### src/rtl/frame_receiver_pkg.sv
// Shared configuration for the frame receiver: default geometry, pixel type and FSM state type.
package frame_receiver_pkg;

  localparam int CFG_PIXEL_ARRAY_WIDTH  = 4;
  localparam int CFG_PIXEL_ARRAY_HEIGHT = 4;
  localparam int CFG_OUTPUT_BUS_WIDTH   = 2;
  localparam int CFG_PIXEL_BITS         = 8;
  localparam int FRAME_PIXELS           = CFG_PIXEL_ARRAY_WIDTH * CFG_PIXEL_ARRAY_HEIGHT;

  typedef logic [CFG_PIXEL_BITS-1:0] pixel_t;

  typedef enum logic [1:0] {
    RX_IDLE  = 2'd0,
    RX_RECV  = 2'd1,
    RX_READY = 2'd2,
    RX_ERROR = 2'd3
  } rx_state_t;

endpackage

### src/rtl/frame_receiver_edge_sync.sv
// Two-flop synchroniser followed by a rising-edge detector with a registered one-cycle pulse.
module edge_sync (
  input  logic clk_i,
  input  logic rst_i,
  input  logic async_i,
  output logic pulse_o
);

  logic meta_q;
  logic sync_q;
  logic prev_q;
  logic pulse_q;

  // Synchronise the async strobe and emit one pulse per rising edge.
  always_ff @(posedge clk_i) begin
    if (rst_i) begin
      meta_q  <= 1'b0;
      sync_q  <= 1'b0;
      prev_q  <= 1'b0;
      pulse_q <= 1'b0;
    end else begin
      meta_q  <= async_i;
      sync_q  <= meta_q;
      prev_q  <= sync_q;
      pulse_q <= sync_q & ~prev_q;
    end
  end

  assign pulse_o = pulse_q;

endmodule

### src/rtl/frame_receiver.sv
// Reassembles sensor output beats into a frame store readable by the host.
// Optional FRAME_RX_CHECKSUM_EN adds a 16-bit running pixel sum output CHECKSUM.
module frame_receiver
  import frame_receiver_pkg::*;
#(
  parameter int PIXEL_ARRAY_WIDTH  = CFG_PIXEL_ARRAY_WIDTH,
  parameter int PIXEL_ARRAY_HEIGHT = CFG_PIXEL_ARRAY_HEIGHT,
  parameter int OUTPUT_BUS_WIDTH   = CFG_OUTPUT_BUS_WIDTH,
  parameter int PIXEL_BITS         = CFG_PIXEL_BITS
) (
  input  logic                                         CLK,
  input  logic                                         RESET,
  input  logic                                         OUTPUT_CLK,
  input  logic [OUTPUT_BUS_WIDTH-1:0][PIXEL_BITS-1:0]  DATA_IN,
  input  logic                                         FRAME_FINISHED,
  input  logic                                         FRAME_ACK,
  input  logic [$clog2(PIXEL_ARRAY_WIDTH*PIXEL_ARRAY_HEIGHT)-1:0] RD_ADDR,
  output logic [PIXEL_BITS-1:0]                        RD_DATA,
  output logic                                         FRAME_READY,
  output logic                                         FRAME_ERROR,
  output logic [7:0]                                   FRAME_COUNT
`ifdef FRAME_RX_CHECKSUM_EN
  ,
  output logic [15:0]                                  CHECKSUM
`endif
);

  localparam int W    = PIXEL_ARRAY_WIDTH;
  localparam int H    = PIXEL_ARRAY_HEIGHT;
  localparam int BUS  = OUTPUT_BUS_WIDTH;
  localparam int NPIX = W * H;
  localparam int AW   = $clog2(NPIX);
  localparam int CW   = $clog2(W + 1);
  localparam int RW   = $clog2(H + 1);
  localparam int PW   = $clog2(NPIX + 1);

  logic                  beat_evt_s;
  logic                  end_evt_s;
  logic                  accept_s;
  logic [AW-1:0]         wr_base_s;

  rx_state_t             state_q, state_d;
  logic [CW-1:0]         col_q, col_d;
  logic [RW-1:0]         row_q, row_d;
  logic [PW-1:0]         cnt_q, cnt_d;
  logic                  ovf_q, ovf_d;
  logic [7:0]            count_q, count_d;
  logic                  frame_ready_q;
  logic                  frame_error_q;
  logic [PIXEL_BITS-1:0] rd_data_q;
  logic [PIXEL_BITS-1:0] store_q [NPIX];

  edge_sync u_beat_sync (
    .clk_i   (CLK),
    .rst_i   (RESET),
    .async_i (OUTPUT_CLK),
    .pulse_o (beat_evt_s)
  );

  edge_sync u_end_sync (
    .clk_i   (CLK),
    .rst_i   (RESET),
    .async_i (FRAME_FINISHED),
    .pulse_o (end_evt_s)
  );

  // A beat is stored only while collecting and the frame is not yet full.
  assign accept_s  = beat_evt_s &&
                     ((state_q == RX_IDLE) || ((state_q == RX_RECV) && (cnt_q != PW'(NPIX))));
  assign wr_base_s = AW'(int'(row_q) * W + int'(col_q));

`ifdef FRAME_RX_CHECKSUM_EN
  logic [15:0] csum_q, csum_d;
  logic [15:0] beat_sum_s;

  // Sum of the pixels carried by the current beat.
  always_comb begin
    beat_sum_s = 16'd0;
    for (int i = 0; i < BUS; i++) begin
      beat_sum_s = beat_sum_s + 16'(DATA_IN[i]);
    end
  end
`endif

  // Next-state logic; the beat of a coincident end event is counted before the check.
  always_comb begin
    state_d = state_q;
    col_d   = col_q;
    row_d   = row_q;
    cnt_d   = cnt_q;
    ovf_d   = ovf_q;
    count_d = count_q;
`ifdef FRAME_RX_CHECKSUM_EN
    csum_d  = csum_q;
`endif
    case (state_q)
      RX_IDLE, RX_RECV: begin
        if (accept_s) begin
          state_d = RX_RECV;
          cnt_d   = cnt_q + PW'(BUS);
`ifdef FRAME_RX_CHECKSUM_EN
          csum_d  = csum_q + beat_sum_s;
`endif
          if (col_q + CW'(BUS) == CW'(W)) begin
            col_d = '0;
            row_d = row_q + RW'(1);
          end else begin
            col_d = col_q + CW'(BUS);
          end
        end else if (beat_evt_s) begin
          ovf_d = 1'b1;
        end else begin
          ovf_d = ovf_q;
        end
        if (end_evt_s) begin
          if ((cnt_d == PW'(NPIX)) && !ovf_d) begin
            state_d = RX_READY;
            count_d = count_q + 8'd1;
          end else begin
            state_d = RX_ERROR;
          end
        end else begin
          count_d = count_q;
        end
      end
      RX_READY, RX_ERROR: begin
        if (FRAME_ACK) begin
          state_d = RX_IDLE;
          col_d   = '0;
          row_d   = '0;
          cnt_d   = '0;
          ovf_d   = 1'b0;
`ifdef FRAME_RX_CHECKSUM_EN
          csum_d  = 16'd0;
`endif
        end else begin
          state_d = state_q;
        end
      end
      default: state_d = RX_IDLE;
    endcase
  end

  // FSM state, frame bookkeeping and registered status outputs.
  always_ff @(posedge CLK) begin
    if (RESET) begin
      state_q       <= RX_IDLE;
      col_q         <= '0;
      row_q         <= '0;
      cnt_q         <= '0;
      ovf_q         <= 1'b0;
      count_q       <= 8'd0;
      frame_ready_q <= 1'b0;
      frame_error_q <= 1'b0;
`ifdef FRAME_RX_CHECKSUM_EN
      csum_q        <= 16'd0;
`endif
    end else begin
      state_q       <= state_d;
      col_q         <= col_d;
      row_q         <= row_d;
      cnt_q         <= cnt_d;
      ovf_q         <= ovf_d;
      count_q       <= count_d;
      frame_ready_q <= (state_d == RX_READY);
      frame_error_q <= (state_d == RX_ERROR);
`ifdef FRAME_RX_CHECKSUM_EN
      csum_q        <= csum_d;
`endif
    end
  end

  // Frame store write port; contents deliberately survive reset.
  always_ff @(posedge CLK) begin
    if (!RESET && accept_s) begin
      for (int i = 0; i < BUS; i++) begin
        store_q[wr_base_s + AW'(i)] <= DATA_IN[i];
      end
    end
  end

  // Host read port, one cycle of latency.
  always_ff @(posedge CLK) begin
    if (RESET) begin
      rd_data_q <= '0;
    end else if (int'(RD_ADDR) < NPIX) begin
      rd_data_q <= store_q[RD_ADDR];
    end else begin
      rd_data_q <= '0;
    end
  end

  assign RD_DATA     = rd_data_q;
  assign FRAME_READY = frame_ready_q;
  assign FRAME_ERROR = frame_error_q;
  assign FRAME_COUNT = count_q;
`ifdef FRAME_RX_CHECKSUM_EN
  assign CHECKSUM    = csum_q;
`endif

endmodule

### config.mk
export PLATFORM = sky130hd
export DESIGN_NAME = frame_receiver
export DESIGN_NICKNAME = d
export VERILOG_FILES = /design/src/rtl/frame_receiver_pkg.sv /design/src/rtl/frame_receiver_edge_sync.sv /design/src/rtl/frame_receiver.sv
export SDC_FILE = /design/constraint.sdc
export NUM_CORES = 1
export LEC_CHECK = 0
export BUFFER_PORTS_ARGS = -buffer_cell sky130_fd_sc_hd__buf_2
export CAP_MARGIN = 20
export CORE_MARGIN = 10
export CORE_UTILIZATION = 35
export CTS_CLUSTER_DIAMETER = 60
export DETAILED_ROUTE_END_ITERATION = 7
export PLACE_DENSITY = 0.56
export SETUP_SLACK_MARGIN = 0.2
export SYNTH_ARGS = -nofsm -noshare
export SYNTH_HDL_FRONTEND = slang
export SYNTH_SLANG_ARGS = --single-unit
### constraint.sdc
create_clock -name CLK -period 6.2 [get_ports CLK]
set_clock_uncertainty 0.1 [all_clocks]
set_input_delay 0.93 -clock CLK [delete_from_list [all_inputs] [get_ports CLK]]
set_output_delay 0.93 -clock CLK [all_outputs]
set_load 0.03 [all_outputs]
==> results.cfg, run 1 <==
[yosys]
yosys_warnings = 0
syn_inst = 514
synthArstFlopShare = 0
synth_top_area_frac = 0.5119
synth_top_cells_by_area = edfxtp_1 51%, dfxtp_1 9.9%, mux4_2 9.6%, mux2_1 6.0%, clkbuf_1 4.1%
synth_commonest_cells = 128 x edfxtp_1, 82 x clkbuf_1, 40 x mux2_1, 37 x dfxtp_1, 32 x mux4_2
yosys_register_bits = 165
ys.flop_type = edfxtp_1
synth-edff-count = 128
yosysSeqAreaShare = 0.6106
yosysTopAreaCell = edfxtp_1
ys_types = 55
syn_nets = 544
yosysMostFrequentCell = edfxtp_1
syn_area_per_cell_um2 = 14.61
synth_area_mm2 = 0.007508

[clock_tree]
hold_buffers = 0
cts_root_buf = clkbuf_16
numCtsBuffers = 17
cts_max_path_buffers = 2
cts_tree = yes
htree_levels = 4
postCtsSetupRepairBufs = 0
cts.sinks = 165
clk_latency_ns = 0.43
path_clk_slew_ns = 0.07
cts_resized = 0

[cells_and_area]
area_growth_pct = 10.63
fin_cells = 777
nets = 518
drive_gt1_frac = 0.2954

[critical_path]
critPathKind = primary input to flip-flop
cp_slowest_stage_delay_ns = 0.64
worstPathArrival_ns = 2.82
worst-path-buf-inv = 2
critPathTopFamily = simple AND/OR/NAND/NOR gates
crit_slowest_cell = nand4_1
worstPathMaxFanout = 31
cp_cell_sequence = buf_2 -> nor3_1 -> nand4_1 -> inv_1
r2r_cells = 3
start_kind = primary input
reg2reg_slack_ns = 3.38
rr_endpoint = store_q[4][6]$_DFFE_PP_
r2r-start = col_q[2]$_SDFFE_PP0P_
cp-end-kind = flip-flop
cp.required_ns = 6.16

[run_status]
status = finished, final reports clean

[global_route]
gr-usage-all-layers = 0.1217
first_global_vias = 4324
grt_max_degree = 33
antenna_found_initial = 1
grt_overflow = 0
grt_pass1_wl_um = 25850

[min_path]
hold_class = flip-flop to flip-flop
holdCritStartpoint = u_beat_sync.prev_q$_SDFF_PP0_
holdPathStages = 1
min_to = u_beat_sync.pulse_o$_SDFF_PP0_

[sta]
hold_violations = 0
relSlewSlack = 0.3650
finalSetupTns_ns = 0
fin_crit_sh = 0.4608
finalSetupViolations = 0
worst_slew_pin_slew_ns = 0.9524
final-max-slew-violation-count = 0
clock.fmax_mhz = 350.0
min_period_ns = 2.857
rsz0062_at_grt = no

[routing]
wl_met1_um = 7266
drtPass1Iterations = 4
first_iter_violations = 196
wl_met2_um = 8632
drt.antenna.violating_nets = 0
wl_um = 16650
wl_met3_um = 675
dr.max_layer_used = met4
wl_per_cell_um = 21.43
drcViolationCount = 0
detail_route.vias_per_cell = 5.139
vias = 3993

[placed_design]
io_buffers = 42
place_inst = 744
dp_hpwl_um = 11090
gp_congestion = 0.7858

[pwr]
p_per_area_mw_per_mm2 = 281.5
power_leakage_uw = 0.002885
p_total_uw = 2338
vdd_drop_max_v = 0.0001716

[die]
coreArea_mm2 = 0.02109
rows = 53
start_util = 0.3561
die-area_mm2 = 0.02771
ios = 43
die_h_um = 166.5
die_w_um = 166.5

[job]
drv_cap = 0
-- final cells by class --
| cell class | count | area, um2 |
|---|---|---|
| flip-flops and latches | 165 | 4584 |
| well taps | 275 | 344.1 |
| clock buffers | 18 | 450.4 |
| multi-input cells | 245 | 2519 |
| repair buffers | 47 | 247.7 |
| inverters | 12 | 45.04 |
| diodes | 1 | 2.502 |
| clock inverters | 14 | 113.9 |
| fillers | 1925 | 12780 |
-- report_power, final --
part | switching, uW | internal, uW | leakage (uW)
registers | 4.47 | 1200 | 0.00145
logic | 79.5 | 52.3 | 0.00115
clock network | 457 | 547 | 0.000285
total | 541 | 1800 | 0.00288
-- layout by cell type, fill, tap and decap left out, drive strengths merged, types with 2 or more instances in the layout --
cell / count
o21ai: 5
mux2: 64
or3: 3
nor3: 11
xor2: 3
nand2b: 7
clkbuf: 18
buf: 47
clkinv: 7
mux4: 32
o211ai: 3
a311oi: 2
xnor2: 2
mux2i: 18
a211oi: 2
nor2: 17
edfxtp: 128
inv: 19
nand3: 4
nand4: 3
nor2b: 11
nand3b: 2
and2: 2
a21o: 2
a21oi: 14
ha: 5
o22ai: 8
or2: 2
nand2: 7
dfxtp: 37
-- per-stage QoR --
stage	hold WS, ns	instance area, um2	worst slack, ns	util
finish	0.2892	8307	3.343	0.3939
global route	0.3116	8304	3.241	0.3938
CTS	0.2951	8304	3.396	0.3938
detailed placement	0.2852	7740	2.942	0.3670
global placement	0.2735	7740	3.011	0.3670
floorplan	0.2674	7508	3.699	-
-- worst max-delay path by stage --
stage	slack, ns	to	startpoint	depth (start not counted)
CTS	3.40	store_q[15][7]$_DFFE_PP_	col_q[2]$_SDFFE_PP0P_	5
global route	3.24	store_q[15][7]$_DFFE_PP_	row_q[0]$_SDFFE_PP0P_	5
global placement	3.01	store_q[5][3]$_DFFE_PP_	RESET	4
floorplan	3.70	store_q[11][0]$_DFFE_PP_	RESET	4
detailed placement	2.94	store_q[4][6]$_DFFE_PP_	RESET	4
finish	3.34	store_q[4][6]$_DFFE_PP_	RESET	4
-- worst register-to-register path, cell delays in order (launching register included) --
cell	delay, ns
dfxtp_1	0.34
ha_1	0.66
nand4_1	0.74
inv_1	0.63
-- routing by layer --
metal	track usage	up-vias
li1	-	1843
met2	0.2057	78
met3	0.03648	8
met1	0.1495	2064
met5	0	-
met4	0.02826	0
-- state kept, by name (all words and copies together) (netlist names), 2 cells and up --
name,flops
FRAME_COUNT,8
RD_DATA,8
cnt_q,4
col_q,2
row_q,2
state_q,2
store_q,128
-- kinds of logic (layout without fill, tap and decap cells) --
group | Yosys count | after routing | synth area share
flip-flops | 165 | 165 | 0.6106
multiplexers | 114 | 114 | 0.2160
buffers and inverters | 104 | 91 | 0.05399
AND/OR/NAND/NOR | 74 | 74 | 0.06066
AO/OA/AOI/OAI | 47 | 47 | 0.04466
adder cells (fa/ha/maj) | 5 | 5 | 0.008332
XOR/XNOR | 5 | 5 | 0.005833
other | 0 | 1 | 0
(Power assumes the default switching activity.)
==> run 2: changes to the inputs <==
==> constraint.sdc (replaced) <==
create_clock -name CLK -period 2.9 [get_ports CLK]
set_clock_uncertainty 0.1 [all_clocks]
set_input_delay 0.435 -clock CLK [delete_from_list [all_inputs] [get_ports CLK]]
set_output_delay 0.435 -clock CLK [all_outputs]
set_load 0.03 [all_outputs]
==> run 2 against run 1 <==
Die area unchanged. Register-to-register slack worse by 2.9 ns. Core utilization increased by 0.85 points. Worst hold slack worse by 0.16 ns. Critical path type is now flip-flop to flip-flop. Largest power group unchanged.
==> results.cfg, run 2 (synthesized netlist as in run 1, its figures left out) <==
[run_status]
status = finished, final reports clean

[die]
start_util = 0.3561
rows = 53
ios = 43
die_h_um = 166.5
die_w_um = 166.5
die-area_mm2 = 0.02771
coreArea_mm2 = 0.02109

[clock_tree]
cts_root_buf = clkbuf_16
numCtsBuffers = 17
cts_resized = 0
htree_levels = 4
cts_tree = yes
cts_max_path_buffers = 2
path_clk_slew_ns = 0.07
postCtsSetupRepairBufs = 0
cts.sinks = 165
clk_latency_ns = 0.42
hold_buffers = 0

[sta]
rsz0062_at_grt = no
final-max-slew-violation-count = 0
min_period_ns = 2.397
finalSetupViolations = 0
finalSetupTns_ns = 0
worst_slew_pin_slew_ns = 0.6137
hold_violations = 0
clock.fmax_mhz = 417.2
fin_crit_sh = 0.8264
relSlewSlack = 0.5909

[min_path]
holdCritStartpoint = OUTPUT_CLK
hold_class = primary input to flip-flop

[cells_and_area]
drive_gt1_frac = 0.3192
fin_area_mm2 = 0.008487
layout_common_cells = 128 x edfxtp_1, 42 x buf_2, 40 x mux2_1
final_common_cell = edfxtp_1
area_growth_pct = 13.03
final_core_util = 0.4025
nets = 537
antenna_cells = 0
largest_register_ffs = 128
top_register = store_q

[critical_path]
critPathKind = flip-flop to flip-flop
crit_start = cnt_q[1]$_SDFFE_PP0P_
worstPathMaxFanout = 9
rr_endpoint = store_q[7][7]$_DFFE_PP_
r2r-start = cnt_q[1]$_SDFFE_PP0P_
cp-end-kind = flip-flop
crit_end = store_q[7][7]$_DFFE_PP_
reg2reg_slack_ns = 0.50
cp.required_ns = 2.98
start_kind = flip-flop
worstPathArrival_ns = 2.48
r2r_cells = 6

[global_route]
antenna_found_initial = 0
grt_pass1_wl_um = 25210
grt_overflow = 0
gr-usage-all-layers = 0.1177
first_global_vias = 4395
grt_max_degree = 33

[routing]
first_iter_violations = 243
drtPass1Iterations = 5
detail_route.vias_per_cell = 5.174
drcViolationCount = 0
wl_per_cell_um = 20.62
wl_um = 16390
vias = 4113
drt.antenna.violating_nets = 0

[pwr]
power_leakage_uw = 0.002998
vdd_drop_max_v = 0.0004045
p_per_area_mw_per_mm2 = 600.9

[placed_design]
dp_hpwl_um = 10950
post_dp_cell_area_mm2 = 0.007895
gp_congestion = 0.7801
io_buffers = 42

[job]
drv_cap = 0
[run 2: how the worst min path moves through the flow]
stage	to	slack (ns)	cells past startpoint
after floorplan	u_beat_sync.pulse_o$_SDFF_PP0_	0.27	1
after global placement	u_end_sync.pulse_o$_SDFF_PP0_	0.27	1
after detailed placement	u_end_sync.pulse_o$_SDFF_PP0_	0.28	1
after CTS	u_end_sync.meta_q$_SDFF_PP0_	0.12	2
after global routing	u_beat_sync.meta_q$_SDFF_PP0_	0.13	2
final	u_beat_sync.meta_q$_SDFF_PP0_	0.13	2
[run 2: through the flow]
| stage | setup slack [ns] | total power (uW) | hold WS [ns] | instances |
|---|---|---|---|---|
| finish | 0.5033 | 5100 | 0.1302 | 795 |
| global route | 0.3186 | 5271 | 0.1305 | 795 |
| CTS | 0.4857 | 5155 | 0.1189 | 795 |
| detailed placement | 0.4910 | 2898 | 0.2762 | 763 |
| global placement | 0.5485 | 2894 | 0.2740 | 763 |
| floorplan | 0.7068 | 2827 | 0.2674 | 514 |
[run 2: cell type report]
cell class	count	area (um2)
Inverter	12	45.04
Clock inverter	15	166.4
Clock buffer	17	425.4
Sequential cell	165	4584
Multi-Input combinational cell	245	2519
Fill cell	1933	12600
Timing Repair Buffer	66	402.9
Tap cell	275	344.1
[run 2: layer usage]
layer | GRT usage | vias up | wire length (um)
met1 | 0.1446 | 2111 | 7344
met2 | 0.1939 | 103 | 8030
met4 | 0.03818 | 0 | 369
li1 | - | 1874 | -
met5 | 0 | - | 0
met3 | 0.03530 | 25 | 645
[run 2: where the power goes]
| group | internal, uW | switching [uW] |
|---|---|---|
| clock | 1290 | 967 |
| sequential | 2560 | 7.82 |
| combinational | 117 | 156 |
| total | 3970 | 1130 |
[run 2: critical path: stages (launching register included)]
cell and delay, ns:
dfxtp_1 0.41, nor3b_2 0.39, nand2_1 0.16, nand2_2 0.18, or2_1 0.38, inv_2 0.19, mux2_1 0.34
